--- src/rtl/nrisc_ula_mul_seq.sv ---
// nrisc_ula_mul_seq: multicycle unsigned shift-and-add multiplier that owns the
// single NRISC_ULA instance. When idle, core operands pass straight through to
// the ULA. A multiply request takes the ULA over for a sequence of add,
// shift-left and shift-right steps. The low TAM bits of the product are then
// registered and reported with a one-cycle done pulse.
module nrisc_ula_mul_seq #(
    parameter int TAM = 32
) (
    input  logic           clk,
    input  logic           rst,
    input  logic           MUL_start,
    input  logic [TAM-1:0] MUL_A,
    input  logic [TAM-1:0] MUL_B,
    output logic           MUL_busy,
    output logic           MUL_done,
    output logic [TAM-1:0] MUL_result,
    input  logic [TAM-1:0] CORE_A,
    input  logic [TAM-1:0] CORE_B,
    input  logic [3:0]     CORE_ctrl,
    output logic           CORE_stall,
    output logic [TAM-1:0] ULA_A_o,
    output logic [TAM-1:0] ULA_B_o,
    output logic [3:0]     ULA_ctrl_o,
    input  logic [TAM-1:0] ULA_OUT_i,
    input  logic [2:0]     ULA_flags_i
);

    localparam logic [3:0] ULA_ADD = 4'b0000;
    localparam logic [3:0] ULA_SHL = 4'b1100;
    localparam logic [3:0] ULA_SHR = 4'b1000;

    typedef enum logic [2:0] {
        S_IDLE,
        S_ADD,
        S_SHL,
        S_SHR,
        S_DONE
    } state_t;

    state_t         state, state_nxt;
    logic [TAM-1:0] acc, mc, mp;

    // Only the zero flag steers the sequence; minus and carry are don't-care.
    logic flags_unused;
    assign flags_unused = ULA_flags_i[2] ^ ULA_flags_i[0];

    // State register with synchronous active-low reset.
    // NOTE: sequential state uses non-blocking assignments so every register
    // samples the pre-edge values, regardless of block ordering.
    always_ff @(posedge clk) begin
        if (!rst) state <= S_IDLE;
        else      state <= state_nxt;
    end

    // Next-state logic: walk the multiplier one bit per add/shift round and stop
    // once the right-shifted multiplier has become zero.
    // NOTE: state_nxt gets a default before the case so no latch is inferred.
    always_comb begin
        state_nxt = state;
        case (state)
            S_IDLE: begin
                if (MUL_start) begin
                    if (MUL_B == '0)  state_nxt = S_DONE;
                    else if (MUL_B[0]) state_nxt = S_ADD;
                    else               state_nxt = S_SHL;
                end
            end
            S_ADD: state_nxt = S_SHL;
            S_SHL: state_nxt = S_SHR;
            S_SHR: begin
                if (ULA_flags_i[1])    state_nxt = S_DONE;
                else if (ULA_OUT_i[0]) state_nxt = S_ADD;
                else                   state_nxt = S_SHL;
            end
            S_DONE:  state_nxt = S_IDLE;
            default: state_nxt = S_IDLE;
        endcase
    end

    // Output logic: ULA steering per state plus busy/done/stall decode.
    always_comb begin
        ULA_A_o    = '0;
        ULA_B_o    = '0;
        ULA_ctrl_o = ULA_ADD;
        case (state)
            S_IDLE: begin
                ULA_A_o    = CORE_A;
                ULA_B_o    = CORE_B;
                ULA_ctrl_o = CORE_ctrl;
            end
            S_ADD: begin
                ULA_A_o    = acc;
                ULA_B_o    = mc;
                ULA_ctrl_o = ULA_ADD;
            end
            S_SHL: begin
                ULA_A_o    = mc;
                ULA_B_o    = TAM'(1);
                ULA_ctrl_o = ULA_SHL;
            end
            S_SHR: begin
                ULA_A_o    = mp;
                ULA_B_o    = TAM'(1);
                ULA_ctrl_o = ULA_SHR;
            end
            default: begin
                ULA_A_o    = '0;
                ULA_B_o    = '0;
                ULA_ctrl_o = ULA_ADD;
            end
        endcase
        MUL_busy   = (state != S_IDLE);
        MUL_done   = (state == S_DONE);
        CORE_stall = (state != S_IDLE);
    end

    // Datapath registers: load operands on start, capture each state's ULA
    // result at its closing edge, and latch the product when entering DONE.
    always_ff @(posedge clk) begin
        if (!rst) begin
            acc        <= '0;
            mc         <= '0;
            mp         <= '0;
            MUL_result <= '0;
        end else begin
            case (state)
                S_IDLE: begin
                    if (MUL_start) begin
                        acc <= '0;
                        mc  <= MUL_A;
                        mp  <= MUL_B;
                    end
                end
                S_ADD:   acc <= ULA_OUT_i;
                S_SHL:   mc  <= ULA_OUT_i;
                S_SHR:   mp  <= ULA_OUT_i;
                default: ;
            endcase
            // A zero multiplier skips straight to DONE with an empty product;
            // the stale acc from a previous operation must not leak out.
            if (state_nxt == S_DONE && state != S_DONE)
                MUL_result <= (state == S_IDLE) ? '0 : acc;
        end
    end

endmodule
--- config.mk ---
export PLATFORM = sky130hd
export DESIGN_NAME = nrisc_ula_mul_seq
export DESIGN_NICKNAME = d
export VERILOG_FILES = /design/src/rtl/nrisc_ula_mul_seq.sv
export SDC_FILE = /design/constraint.sdc
export NUM_CORES = 1
export LEC_CHECK = 0
export ABC_AREA = 1
export BUFFER_PORTS_ARGS = -buffer_cell sky130_fd_sc_hd__buf_2
export CORE_MARGIN = 2
export CORE_UTILIZATION = 44
export CTS_CLUSTER_SIZE = 30
export DETAILED_ROUTE_END_ITERATION = 6
export PLACE_DENSITY = 0.73
export SLEW_MARGIN = 20
export SYNTH_ARGS = -nofsm -noshare
export SYNTH_HDL_FRONTEND = slang
export SYNTH_SLANG_ARGS = --single-unit
--- constraint.sdc ---
create_clock -name clk -period 1.5 [get_ports clk]
set_input_delay 0.3 -clock clk [delete_from_list [all_inputs] [get_ports clk]]
set_output_delay 0.3 -clock clk [all_outputs]
set_load 0.01 [all_outputs]
== Word level (Yosys, flattened, before mapping) ==
Index checks and enable logic that the tools add are counted.

* Add/subtract/negate cells: 0
* Multiply operators: 0
* Divide/modulo/power cells: 0
* $lt $le $gt $ge: 0
* Eq/ne operators: 7
* Shift operators: 0
* Mux-type cells: 16
* Bitwise logic cells: 0
* Reduce and logical (&&, ||, !) cells: 11

{| class="wikitable"
|+ Operators with widths
! operator !! number
|-
| case mux 32 bit (2 select lines) || 3
|-
| two-way mux 32 bit || 4
|-
| case mux 32 bit (4 select lines) || 1
|-
| case mux 32 bit (3 select lines) || 1
|-
| logical NOT 32 bit || 1
|-
| case mux 3 bit (4 select lines) || 1
|-
| case mux 4 bit (3 select lines) || 1
|-
| two-way mux 3 bit || 3
|-
| == test 3 x 2 -> 1 bit (second input constant) || 2
|-
| == test 3 bit (second input constant) || 2
|-
| AND reduction 2 bit || 3
|-
| nonzero test 2 bit || 3
|-
| two-way mux 2 bit || 2
|-
| == test 3 x 1 -> 1 bit (second input constant) || 1
|-
| logical NOT 3 bit || 1
|-
| inequality test 3 bit (second input constant) || 1
|-
| nonzero test 3 bit || 1
|-
| inequality test 2 bit (second input constant) || 1
|-
| OR reduction 2 bit || 1
|-
| logical AND 1 bit || 1
|}

* Register bits after elaboration: 131
* Latch bits: 0
* RAM bits: 0
* Bits in read-only memories: 0
* Input port bits: 170
* Output and inout port bits: 103
* Logic and storage cells: 39
* Memories: 0

== Longest topological paths before layout ==
Gate-level depths: netlist of run 1.

* Word-level depth: 6
* Gate-level depth with buffers: 9
* Mapped depth without buffers: 8

== Worst setup path before layout of run 1 ==
Ideal clock, no wire load.

* Path kind: register -> output
* Start point: register state[2]
* End point: output ULA_A_o[13]
* Arrival: 1.266 ns
* Required time: 1.200 ns
* Slack: -0.066 ns
* Stages on the path, launching flop included: 8
* Buffers on the path: 2
* Cell sequence: dfxtp_1 > inv_2 > nand3_2 > buf_4 > inv_1 > buf_2 > a22oi_1 > o211ai_1

* Word-level cells in the longest chain between the ends: 2
* Elaborated cells between the ends (all ways): 5
* Classes of those cells: eq/ne (3); mux (1); reduce/logical (1)

{| class="wikitable"
|+ Ends and longest elaborated chain
! item !! RTL line !! text
|-
| from (decl) || 40 || <nowiki>state_t state, state_nxt;</nowiki>
|-
| from (signal assigned) || 52 || <nowiki>else state <= state_nxt;</nowiki>
|-
| == test 3 x 2 -> 1 bit (tied with other cells) || 85 || <nowiki>case (state)</nowiki>
|-
| case mux 32 bit (4 select lines) (*) || 85 ||
|-
| to (decl) || 21 || <nowiki>output logic [TAM-1:0] ULA_A_o,</nowiki>
|}

Every way passes the cells marked *; elsewhere a longest branch is shown, timed or not.

== Final worst setup path of run 1 ==
* Start point: register state[0]
* End point: register mp[23]

* Word-level cells in the longest chain between the ends: 3
* Elaborated cells between the ends (all ways): 6
* Classes of those cells: eq/ne (2); mux (1); reduce/logical (3)

{| class="wikitable"
|+ Ends and longest elaborated chain
! item !! RTL line !! text
|-
| == test 3 x 2 -> 1 bit or logical NOT 3 bit (tied branches) || 126 || <nowiki>case (state)</nowiki>
|-
| nonzero test 2 bit (no source line) or inequality test 2 bit (tied branches) || - ||
|-
| AND reduction 2 bit (no source line) || - ||
|-
| to (signal assigned) || 136 || <nowiki>S_SHR: mp <= ULA_OUT_i;</nowiki>
|-
| to (decl) || 41 || <nowiki>logic [TAM-1:0] acc, mc, mp;</nowiki>
|}

Parallel ways exist; a longest one is shown, timed or not.
A chain may end at the register's enable or synchronous reset.

==> impl_results.md, run 1 <==
* CTS H-tree lvls at 4
* Post-synth EDFFs at 0
* DRC violations left at 0
* Post-synthesis register bit count at 131
* Cell area power density at 1160 mW/mm²
* Busiest grt layer: met2
* Critical path data required time at between 1500 and 2000 ps
* Nets at 1477
* Fin. max-slew vios at 0
* Adder-cell share of the synthesized area at 0%
* Setup violations, final at 201
* Cells after DPL at 1425
* Yosys Warn Count at 0
* Post-synthesis mux area share at 0%
* Final Cycle Share at 137%
* GR Util met1 at 40.4%
* GR Overflow Total at 0
* CTS tree: built
* DR WL/cell at between 15 and 20 µm
* Post-Synthesis Cells at 986
* First-pass GRT wire length at 40.1 mm
* Max FO, Critical Path at 6
* Initial core utilization at around 44%
* Synth top area cells: dfxtp_1 (39%), nand2_1 (10%), o21ai_0 (9.5%)
* Area growth from synthesis to layout at 69.2%
* Top-count cell post-synth: nand2_1
* I/O Pins at approximately 270
* Vias per std cell at 5.76
* Routability Congestion at approximately 0.93
* Relative slew slack at 72.9%
* Core ar. at between 0.015 and 0.02 mm²
* Vias at approximately 8.7k
* Worst slew pin tran at 405 ps
* Initial antenna violation count at 0
* Post-Syn Nets at 1156
* Detailed Routing Iterations Pass 1 at 5
* Max VDD drop at about 880 µV
* Post-synthesis xor/xnor area fraction at 0%
* Crit end category: flip-flop
* Post-synth top cells: nand2_1 (177), inv_1 (134), dfxtp_1 (131)
* Met2 Track Usage GR at 54.2%
* Largest net degree at the start of global routing at 64
* Hold Path Class: input pin to flip-flop
* Main combinational cell family by area after synthesis: compound AO/OA/AOI/OAI gates
* Routing usage on met3 at 7.41%
* Ys flop type: dfxtp_1
* Number of global-route vias before repair at 7558
* Worst Slack Setup Final at -548 ps
* WS Path Type: flip-flop to flip-flop
* Layout Cells excl Fill at about 1.5k
* Worst-Skew Late Latency at roughly 420 ps
* Cts hold-fix bufs at 0
* Post-Synth Simple-Gate Area at 19.1%
* Register area share after synthesis at about two fifths
* Max cap viols at 0
* Fin. Hold Viols at 0
* Min Tclk post-route at 2050 ps
* Syn_area_per_cell at 6.77 µm²
* TritonCTS Buffers at 17
* Gr usage total at between 30% and 40%
* Synth unique cells at 23
* Port Buffers at 270
* Antenna Nets Post-Route at 0
* Critical path arrival at between 2000 and 2500 ps
* Initial drt markers at 820
* Area leader, netlist: dfxtp_1
* # clock sinks at 131
* HPWL after DPL at 17.1 mm
* Longest Clk Path Bufs at 2
* RSZ-0062 raised after global routing: yes
* Worst setup SP type: flip-flop
* Compound-Gate Fraction of Synth Area at 28.1%
* Outcome: finished, violations left
* Failing checks: negative setup slack
* Leakage at 0.00494 µW
* Peak Freq at 0.488 GHz
* Die Footprint at 0.0162 mm²
* Die Y at roughly 130 µm
* Detailed Route WL at 30.1 mm
* Clock-pin slew on the worst setup and hold paths at 60 ps
* Mapped cell area at 0.00667 mm²
* Async S/R FF share, synth at 0%
* Share of post-route cells with drive strength above 1 at 45.7%
* Row Count at between 40 and 50
* Chip Width at between 100 and 150 µm
* Setup TNS at -84690 ps
* Post-synth top area share at 39.3%
* Root Buffer: clkbuf_16
* Clock skew at just over 8 ps
## stage by stage
stage	util, %	power, µW	hold slack (ps)	setup slack, ps	cell area [µm²]
after global routing	75.1	13600	146	-563	11300
after floorplan	-	5500	439	-22.2	6670
after detailed placement	57.1	6710	462	-131	8580
after global placement	57.1	6680	456	-133	8580
after CTS	66.3	12200	136	-492	9970
final	75.1	13100	151	-548	11300
## repair_timing
action                                  CTS  global route
gates cloned                             13            14
buffers inserted                          9            20
gates resized for setup                  94           232
endpoints found under the setup margin  199           201
pin swaps                                 3            18
## registers in the layout (all words and copies together), names as in the netlist
| register | cells |
|---|---|
| state | 3 |
| acc | 32 |
| mc | 32 |
| mp | 32 |
| MUL_result | 32 |
## power by group
| group | switching (µW) | leakage (µW) | internal [µW] | total, µW |
|---|---|---|---|---|
| registers | 224 | 0.00107 | 3780 | 4010 |
| logic | 2330 | 0.00353 | 1950 | 4280 |
| clock network | 1710 | 0.000328 | 3140 | 4850 |
| total | 4260 | 0.00494 | 8880 | 13100 |
## layout by cell type, fill, tap and decap left out, types with 15 or more instances in the layout
cell type and n:
o22ai_2 32, a22oi_1 15, nor2_1 58, buf_2 267, dfxtp_1 128, o21ai_2 38, nand2_1 165, nand3_2 31
a21oi_1 44, o21ai_0 48, buf_6 20, o211ai_1 32, inv_1 133, nand3_1 35, clkbuf_16 28, a22oi_2 17
buf_4 42, buf_12 31, a21oi_2 24, a31oi_1 22, o21ai_1 37
## final timing paths
check                           cells after the start  slack [ps]                         end                        from
worst min-delay path                                3         150         mp[21]$_SDFFE_PN0P_               ULA_OUT_i[21]
worst min register to register                      2         470  MUL_result[6]$_SDFFE_PN0P_  MUL_result[6]$_SDFFE_PN0P_
worst max register to register                     14        -550         mp[23]$_SDFFE_PN0P_         state[0]$_SDFF_PN0_
worst max-delay path                               14        -550         mp[23]$_SDFFE_PN0P_         state[0]$_SDFF_PN0_
## critical path, stage by stage (launching register included)
cell	delay, ps
dfxtp_4	380
inv_4	50
nand2_4	70
nor2_4	50
buf_12	140
buf_6	110
buf_6	100
buf_6	110
buf_6	120
nand2_8	130
nand2_8	110
buf_6	150
buf_12	130
clkbuf_16	160
a31oi_1	130
## area by class of cell
type                    instances  area (µm²)
clock inverters                15         254
repair buffers                380        3010
diodes                          1        2.50
clock buffers                  17         425
inverters                     142         563
fillers                      1080        3750
multi-input cells             635        4170
well taps                     188         235
flip-flops and latches        131        2630
## logic make-up after synthesis
| group | after synthesis |
|---|---|
| compound gates | 326 |
| simple gates | 309 |
| buf+inv | 220 |
| flops | 131 |
## routing by layer
metal	wire length, µm	up-vias
li1	-	3960
met1	11400	4058
met2	14600	579
met3	3020	100
met4	1100	0
met5	0	-
No activity file was read; power rests on OpenSTA's default activity.
==> run 2, diff against run 1 <==
Settings changed: PLACE_DENSITY 0.73 to 0.84.
==> run 2 against run 1 <==
  * The flow still finishes with violations (negative setup slack)
  * Global-route usage down 1.6 points
  * Non-clock buffer count is 7 lower
  * Fmax fell by 0.39%
  * Largest power group unchanged
  * Register-to-register slack improved by 210 ps
  * Critical endpoint is now ULA_A_o[20]
==> impl_results.md, run 2 (same netlist as run 1, synthesis figures left out) <==
* Worst setup SP type: flip-flop
* Antenna Nets Post-Route at 0 (unchanged)
* Worst path depth at 8 (-6)
* Port Buffers at 270 (unchanged)
* GR Overflow Total at 0 (unchanged)
* Commonest non-fill, non-tap cell in the layout: buf_2
* Relative slew slack at 68.0% (-4.9 points)
* Clock skew at 12.7 ps (+4.60 ps)
* Outcome: finished, violations left
* Gr usage total at 30.5% (-1.6 points)
* Worst path buffer plus inverter count at 4 (-5)
* Root Buffer: clkbuf_16
* Vias at 8791 (+1.1%)
* # clock sinks at 131 (unchanged)
* Cell area power density at 1130 mW/mm² (-2.9%)
* Leakage at 0.00481 µW (-2.5%)
* Vias per std cell at 5.86 (+1.8%)
* Longest Clk Path Bufs at 2 (unchanged)
* Core ar. at 0.0150 mm² (unchanged)
* Largest net degree at the start of global routing at 64 (unchanged)
* Worst Slack Setup Final at -556 ps (-8.11 ps)
* WS Path Type: flip-flop to output pin
* I/O Pins at 273 (unchanged)
* CTS H-tree lvls at 4 (unchanged)
* Initial antenna violation count at 0 (unchanged)
* HPWL after DPL at 16.7 mm (-2.7%)
* Leading cell types in the layout, fill and taps excluded: buf_2 (269), nand2_1 (173), inv_1 (132)
* DRC violations left at 0 (unchanged)
* Fin. max-slew vios at 0 (unchanged)
* Critical Path Slowest Stage Cell: dfxtp_4
* Clock-pin slew on the worst setup and hold paths at 60 ps (about the same)
* Metal2 WL at 14.2 mm (-2.3%)
* DR WL/cell at 20.0 µm (+0.30%)
* Fillers at 1096 (+1.5%)
* Setup violations, final at 200 (-0.50%)
* Setup TNS at -64120 ps (+20570 ps)
* Critical path data required time at 1200 ps (-650 ps)
* Worst slew pin tran at 480 ps (+74.8 ps)
* Cts hold-fix bufs at 0 (unchanged)
* M1 WL at 11.1 mm (-2.4%)
* CP top delay family: buffers and inverters
* Met3 WL post-DR at 3.11 mm (+2.8%)
* Crit end category: output pin
* Max VDD drop at 887 µV (+1.4%)
* Area growth from synthesis to layout at 60.7%
* Worst-Skew Late Latency at 430 ps (about the same)
* Critical path's largest stage delay at 380 ps (about the same)
* Nets at 1470 (-0.47%)
* Chip Width at 127 µm (unchanged)
* Top Layer Used: met4
* Critical path arrival at 1760 ps (-640 ps)
* Final Cycle Share at 137% (+0.54 points)
* Detailed Routing Iterations Pass 1 at 5 (unchanged)
* Failing checks: negative setup slack
* Detailed Route WL at 30.0 mm (-0.36%)
* Max FO, Critical Path at 16 (+10)
* CP dominant cell by count: buf_12
* WHS Path Cells at 3 (unchanged)
* Row Count at 45 (unchanged)
* Die Footprint at 0.0162 mm² (unchanged)
* TritonCTS Buffers at 17 (unchanged)
* Layout Utilization at 71.3% (-3.7 points)
* Peak Freq at 0.486 GHz (-0.39%)
* Worst r2r path cells at 11 (-3)
* Dpl ws at -142 ps (-10.5 ps)
* Routability Congestion at 0.919 (-1.4%)
* Initial drt markers at 991 (+21%)
* Share of post-route cells with drive strength above 1 at 40.3% (-5.4 points)
* Number of global-route vias before repair at 7746 (+2.5%)
* Min Tclk post-route at 2060 ps (+8.11 ps)
* CTS tree: built
* Hold Path Class: input pin to flip-flop
* Fin. Hold Viols at 0 (unchanged)
* Cell chain of the critical path: inv_4 > nand2_2 > nor2_4 > buf_12 > buf_12 > nand2_1 > o211ai_1 > buf_2
* Die Y at 127 µm (unchanged)
* First-pass GRT wire length at 38.8 mm (-3.1%)
* Diode count at 0 (-1)
* Initial core utilization at 44.4% (unchanged)
* RSZ-0062 raised after global routing: yes
* Max cap viols at 0 (unchanged)
-- run 2: changes by cell type in the layout (fill, tap and decap cells not counted), sizes merged --
cell and change:
diode -1, clkinv -1, bufinv -4, buf -14
clkinvlp +3, inv -3, clkbuf +10
-- run 2: worst reg2reg max path: stages, from the launching register on --
cell       delay [ps]
dfxtp_4           400
inv_4              60
nand2_2            80
nor2_4             50
buf_12            140
buf_4             140
buf_6             120
nand2_8           130
nand2_8           130
buf_12            170
clkbuf_16         170
a31oi_1           180
-- run 2: routing by layer --
metal,global-route usage (%),up-vias
met5,0,-
met4,14.0,0
met3,6.07,136
met2,51.7,647
met1,37.4,4064
li1,-,3944
-- run 2: path summary, 6_finish.rpt --
path,from,end,slack [ps]
worst max-delay path,state[1]$_SDFF_PN0_,ULA_A_o[20],-560
worst min-delay path,ULA_OUT_i[5],mp[5]$_SDFFE_PN0P_,150
worst max register to register,state[1]$_SDFF_PN0_,mp[8]$_SDFFE_PN0P_,-340
worst min register to register,MUL_result[5]$_SDFFE_PN0P_,MUL_result[5]$_SDFFE_PN0P_,470
-- run 2: layout make-up --
type | instances | area [µm²] | share of cell area (%)
Multi-Input combinational cell | 635 | 3770 | 35.2
Timing Repair Buffer | 373 | 2950 | 27.5
Sequential cell | 131 | 2630 | 24.5
Inverter | 142 | 573 | 5.34
Clock buffer | 20 | 457 | 4.26
Tap cell | 188 | 235 | 2.19
Clock inverter | 10 | 110 | 1.03
-- run 2: repair_timing --
action	in CTS	in global routing
cloned	8	20
pin swaps	5	13
hold endpoints to repair	0	0
resized for setup	108	146
endpoints found under the setup margin	167	200
setup buffers	11	5
-- run 2: metrics by stage --
step / cells / total power (µW) / area [µm²] / hold WS (ps)
final: 1499 / 12100 / 10700 / 151
after global routing: 1499 / 12500 / 10700 / 157
after CTS: 1476 / 11200 / 9800 / 141
after detailed placement: 1427 / 6720 / 8590 / 460
after global placement: 1427 / 6660 / 8590 / 450
after floorplan: 986 / 5500 / 6670 / 439
-- run 2: where the power goes --
part           total [µW]  internal [µW]  leakage (µW)  switching, µW
logic                4050           1810       0.00347           2240
clock network        4080           2500      0.000270           1580
registers            4000           3790       0.00107            210
total               12100           8090       0.00481           4030
==> run 3, diff against run 2 <==
Clock period 1.5 ns to 1.79 ns, I/O delays scaled along.
==> run 3 against run 2 <==
  * The flow still finishes with violations (negative setup slack)
  * Power down 22%
  * Setup slack better by 280 ps
  * Core utilization down 8.3 points
  * Count of clock-buffer cells in the layout up 5
  * Critical endpoint is now ULA_B_o[17]
  * Non-clock buffer count down 54
  * First-iteration DRC count down 21%
  * Worst hold slack better by 73 ps
==> impl_results.md, run 3 (same netlist as run 1, synthesis figures left out) <==
* Commonest non-fill, non-tap cell in the layout: buf_2
* Initial drt markers at 784 (-21%)
* Critical path's largest stage delay at 360 ps (-20 ps)
* GR Overflow Total at 0 (unchanged)
* TritonCTS Buffers at 17 (unchanged)
* CTS H-tree lvls at 4 (unchanged)
* Cell area power density at 993 mW/mm² (-12%)
* Initial core utilization at 44.4% (unchanged)
* Setup TNS at -14540 ps (+49580 ps)
* Relative slew slack at 68.0% (about the same)
* Largest net degree at the start of global routing at 69 (+7.8%)
* Leading cell types in the layout, fill and taps excluded: buf_2 (268), nand2_1 (155), inv_1 (132)
* Core ar. at 0.0150 mm² (unchanged)
* Leakage at 0.00431 µW (-10%)
* Final Cycle Share at 115%
* Die Footprint at 0.0162 mm² (unchanged)
* Root Buffer: clkbuf_16
* Vias at 8033 (-8.6%)
* Max cap viols at 0 (unchanged)
* Die Y at 127 µm (unchanged)
* Antenna Nets Post-Route at 0 (unchanged)
* Number of global-route vias before repair at 7413 (-4.3%)
* Row Count at 45 (unchanged)
* Worst-Skew Late Latency at 410 ps (-20 ps)
* Routability Congestion at 0.994 (+8.2%)
* DR WL/cell at 17.2 µm (-14%)
* Chip Width at 127 µm (unchanged)
* Fin. Hold Viols at 0 (unchanged)
* Critical Path Slowest Stage Cell: dfxtp_4
* WHS at 224 ps (+73.2 ps)
* Hold Path Class: input pin to flip-flop
* Peak Freq at 0.485 GHz
* Nets at 1416 (-3.7%)
* Critical path data required time at 1430 ps (+230 ps)
* Initial antenna violation count at 1 (+1)
* Critical path arrival at 1710 ps (-50 ps)
* I/O Pins at 273 (unchanged)
* # clock sinks at 131 (unchanged)
* First-pass GRT wire length at 37.2 mm (-4.2%)
* Cell chain of the critical path: buf_6 > nor2_4 > buf_12 > buf_12 > buf_16 > nand2_1 > o21ai_1 > buf_2
* Clock-pin slew on the worst setup and hold paths at 60 ps (about the same)
* Fin. max-slew vios at 0 (unchanged)
* Crit end category: output pin
* Diode count at 0 (unchanged)
* Outcome: finished, violations left
* Worst slew pin tran at 480 ps (+0.379 ps)
* Gr usage total at 29.2% (-1.3 points)
* CTS tree: built
* WS Path Type: flip-flop to output pin
* Min Tclk post-route at 2060 ps
* Area growth from synthesis to layout at 41.9%
* Max VDD drop at 659 µV (-26%)
* CP dominant cell by count: buf_12
* HPWL after DPL at 16.4 mm (-1.5%)
* Cells after DPL at 1398 (-2.0%)
* Detailed Routing Iterations Pass 1 at 7 (+2)
* Detailed Route WL at 24.8 mm (-17%)
* Share of post-route cells with drive strength above 1 at 33.2% (-7.1 points)
* Clock skew at 6.87 ps (-5.81 ps)
* DRC violations left at 0 (unchanged)
* Layout Cells excl Fill at 1445 (-3.6%)
* Worst Slack Setup Final at -274 ps (+282 ps)
* Setup violations, final at 70 (-65%)
* Vias per std cell at 5.56 (-5.2%)
* Failing checks: negative setup slack
* Worst path buffer plus inverter count at 5 (+1)
* Max FO, Critical Path at 8 (-8)
* Port Buffers at 270 (unchanged)
* RSZ-0062 raised after global routing: yes
* Worst setup SP type: flip-flop
* CP top delay family: buffers and inverters
* Longest Clk Path Bufs at 2 (unchanged)
==> run 3: changes by cell type in the layout (fill, tap and decap cells not counted), moves of 8 or more <==
cell | before | now
a21oi_2 | 8 | 0
clkbuf_16 | 35 | 20
a21oi_1 | 61 | 69
o22ai_2 | 29 | 0
o22ai_1 | 3 | 32
o21ai_1 | 42 | 26
buf_4 | 41 | 21
o21ai_0 | 47 | 93
nand2_1 | 173 | 155
nand2_4 | 0 | 9
o21ai_2 | 38 | 9
nand2_2 | 2 | 16
==> run 3: final cells by class <==
cell class                      instances  area, µm²
Timing Repair Buffer                  319       2080
Tap cell                              188        235
Multi-Input combinational cell        635       3400
Inverter                              142        551
Sequential cell                       131       2630
Fill cell                            1345       5560
Clock buffer                           25        495
Clock inverter                          5       75.1
==> run 3: power by group <==
| part | internal [µW] | switching [µW] | leakage [µW] |
|---|---|---|---|
| sequential | 3170 | 166 | 0.00107 |
| combinational | 1110 | 1540 | 0.00295 |
| clock | 2180 | 1240 | 0.000283 |
==> run 3: metrics by stage <==
stage               utilization (%)  power, µW  cell area, µm²  setup WS (ps)
global route                   63.0       9820            9470           -338
CTS                            61.3       9200            9210           -264
detailed placement             55.3       5530            8310           33.5
finish                         63.0       9400            9470           -274
global placement               55.3       5480            8310           65.9
floorplan                         -       4610            6670            166
==> run 3: layer usage <==
| layer | vias to the layer above | wire length (µm) | global-route usage [%] |
|---|---|---|---|
| met5 | - | 10 | 0 |
| li1 | 3814 | - | - |
| met1 | 3686 | 9800 | 35.8 |
| met2 | 459 | 12000 | 49.8 |
| met3 | 72 | 2090 | 5.44 |
| met4 | 2 | 937 | 13.5 |
==> run 3: worst reg2reg max path, cell delays in order (launching register included) <==
cell and delay, ps:
dfxtp_4 380, inv_4 50, nand2_4 70, nor2_4 40
buf_12 130, buf_4 150, buf_4 140, nand2_4 100
nand2_2 70, inv_4 110, buf_12 180, o21ai_0 120
a21oi_1 140
==> run 3: worst paths after layout <==
| check | depth (start not counted) | start | slack [ps] | to |
|---|---|---|---|---|
| worst max-delay path | 8 | state[2]$_SDFF_PN0_ | -270 | ULA_B_o[17] |
| worst min-delay path | 3 | ULA_OUT_i[4] | 220 | mp[4]$_SDFFE_PN0P_ |
| worst max register to register | 12 | state[0]$_SDFF_PN0_ | 30 | mc[17]$_SDFFE_PN0P_ |
| worst min register to register | 2 | mc[14]$_SDFFE_PN0P_ | 470 | mc[14]$_SDFFE_PN0P_ |
==> run 3: timing repair <==
action	4_1_cts	5_1_grt
cloned	3	3
gates resized for setup	63	65
hold buffers	0	0
endpoints found under the setup margin	70	90
pin swaps	11	2
setup buffers	7	6
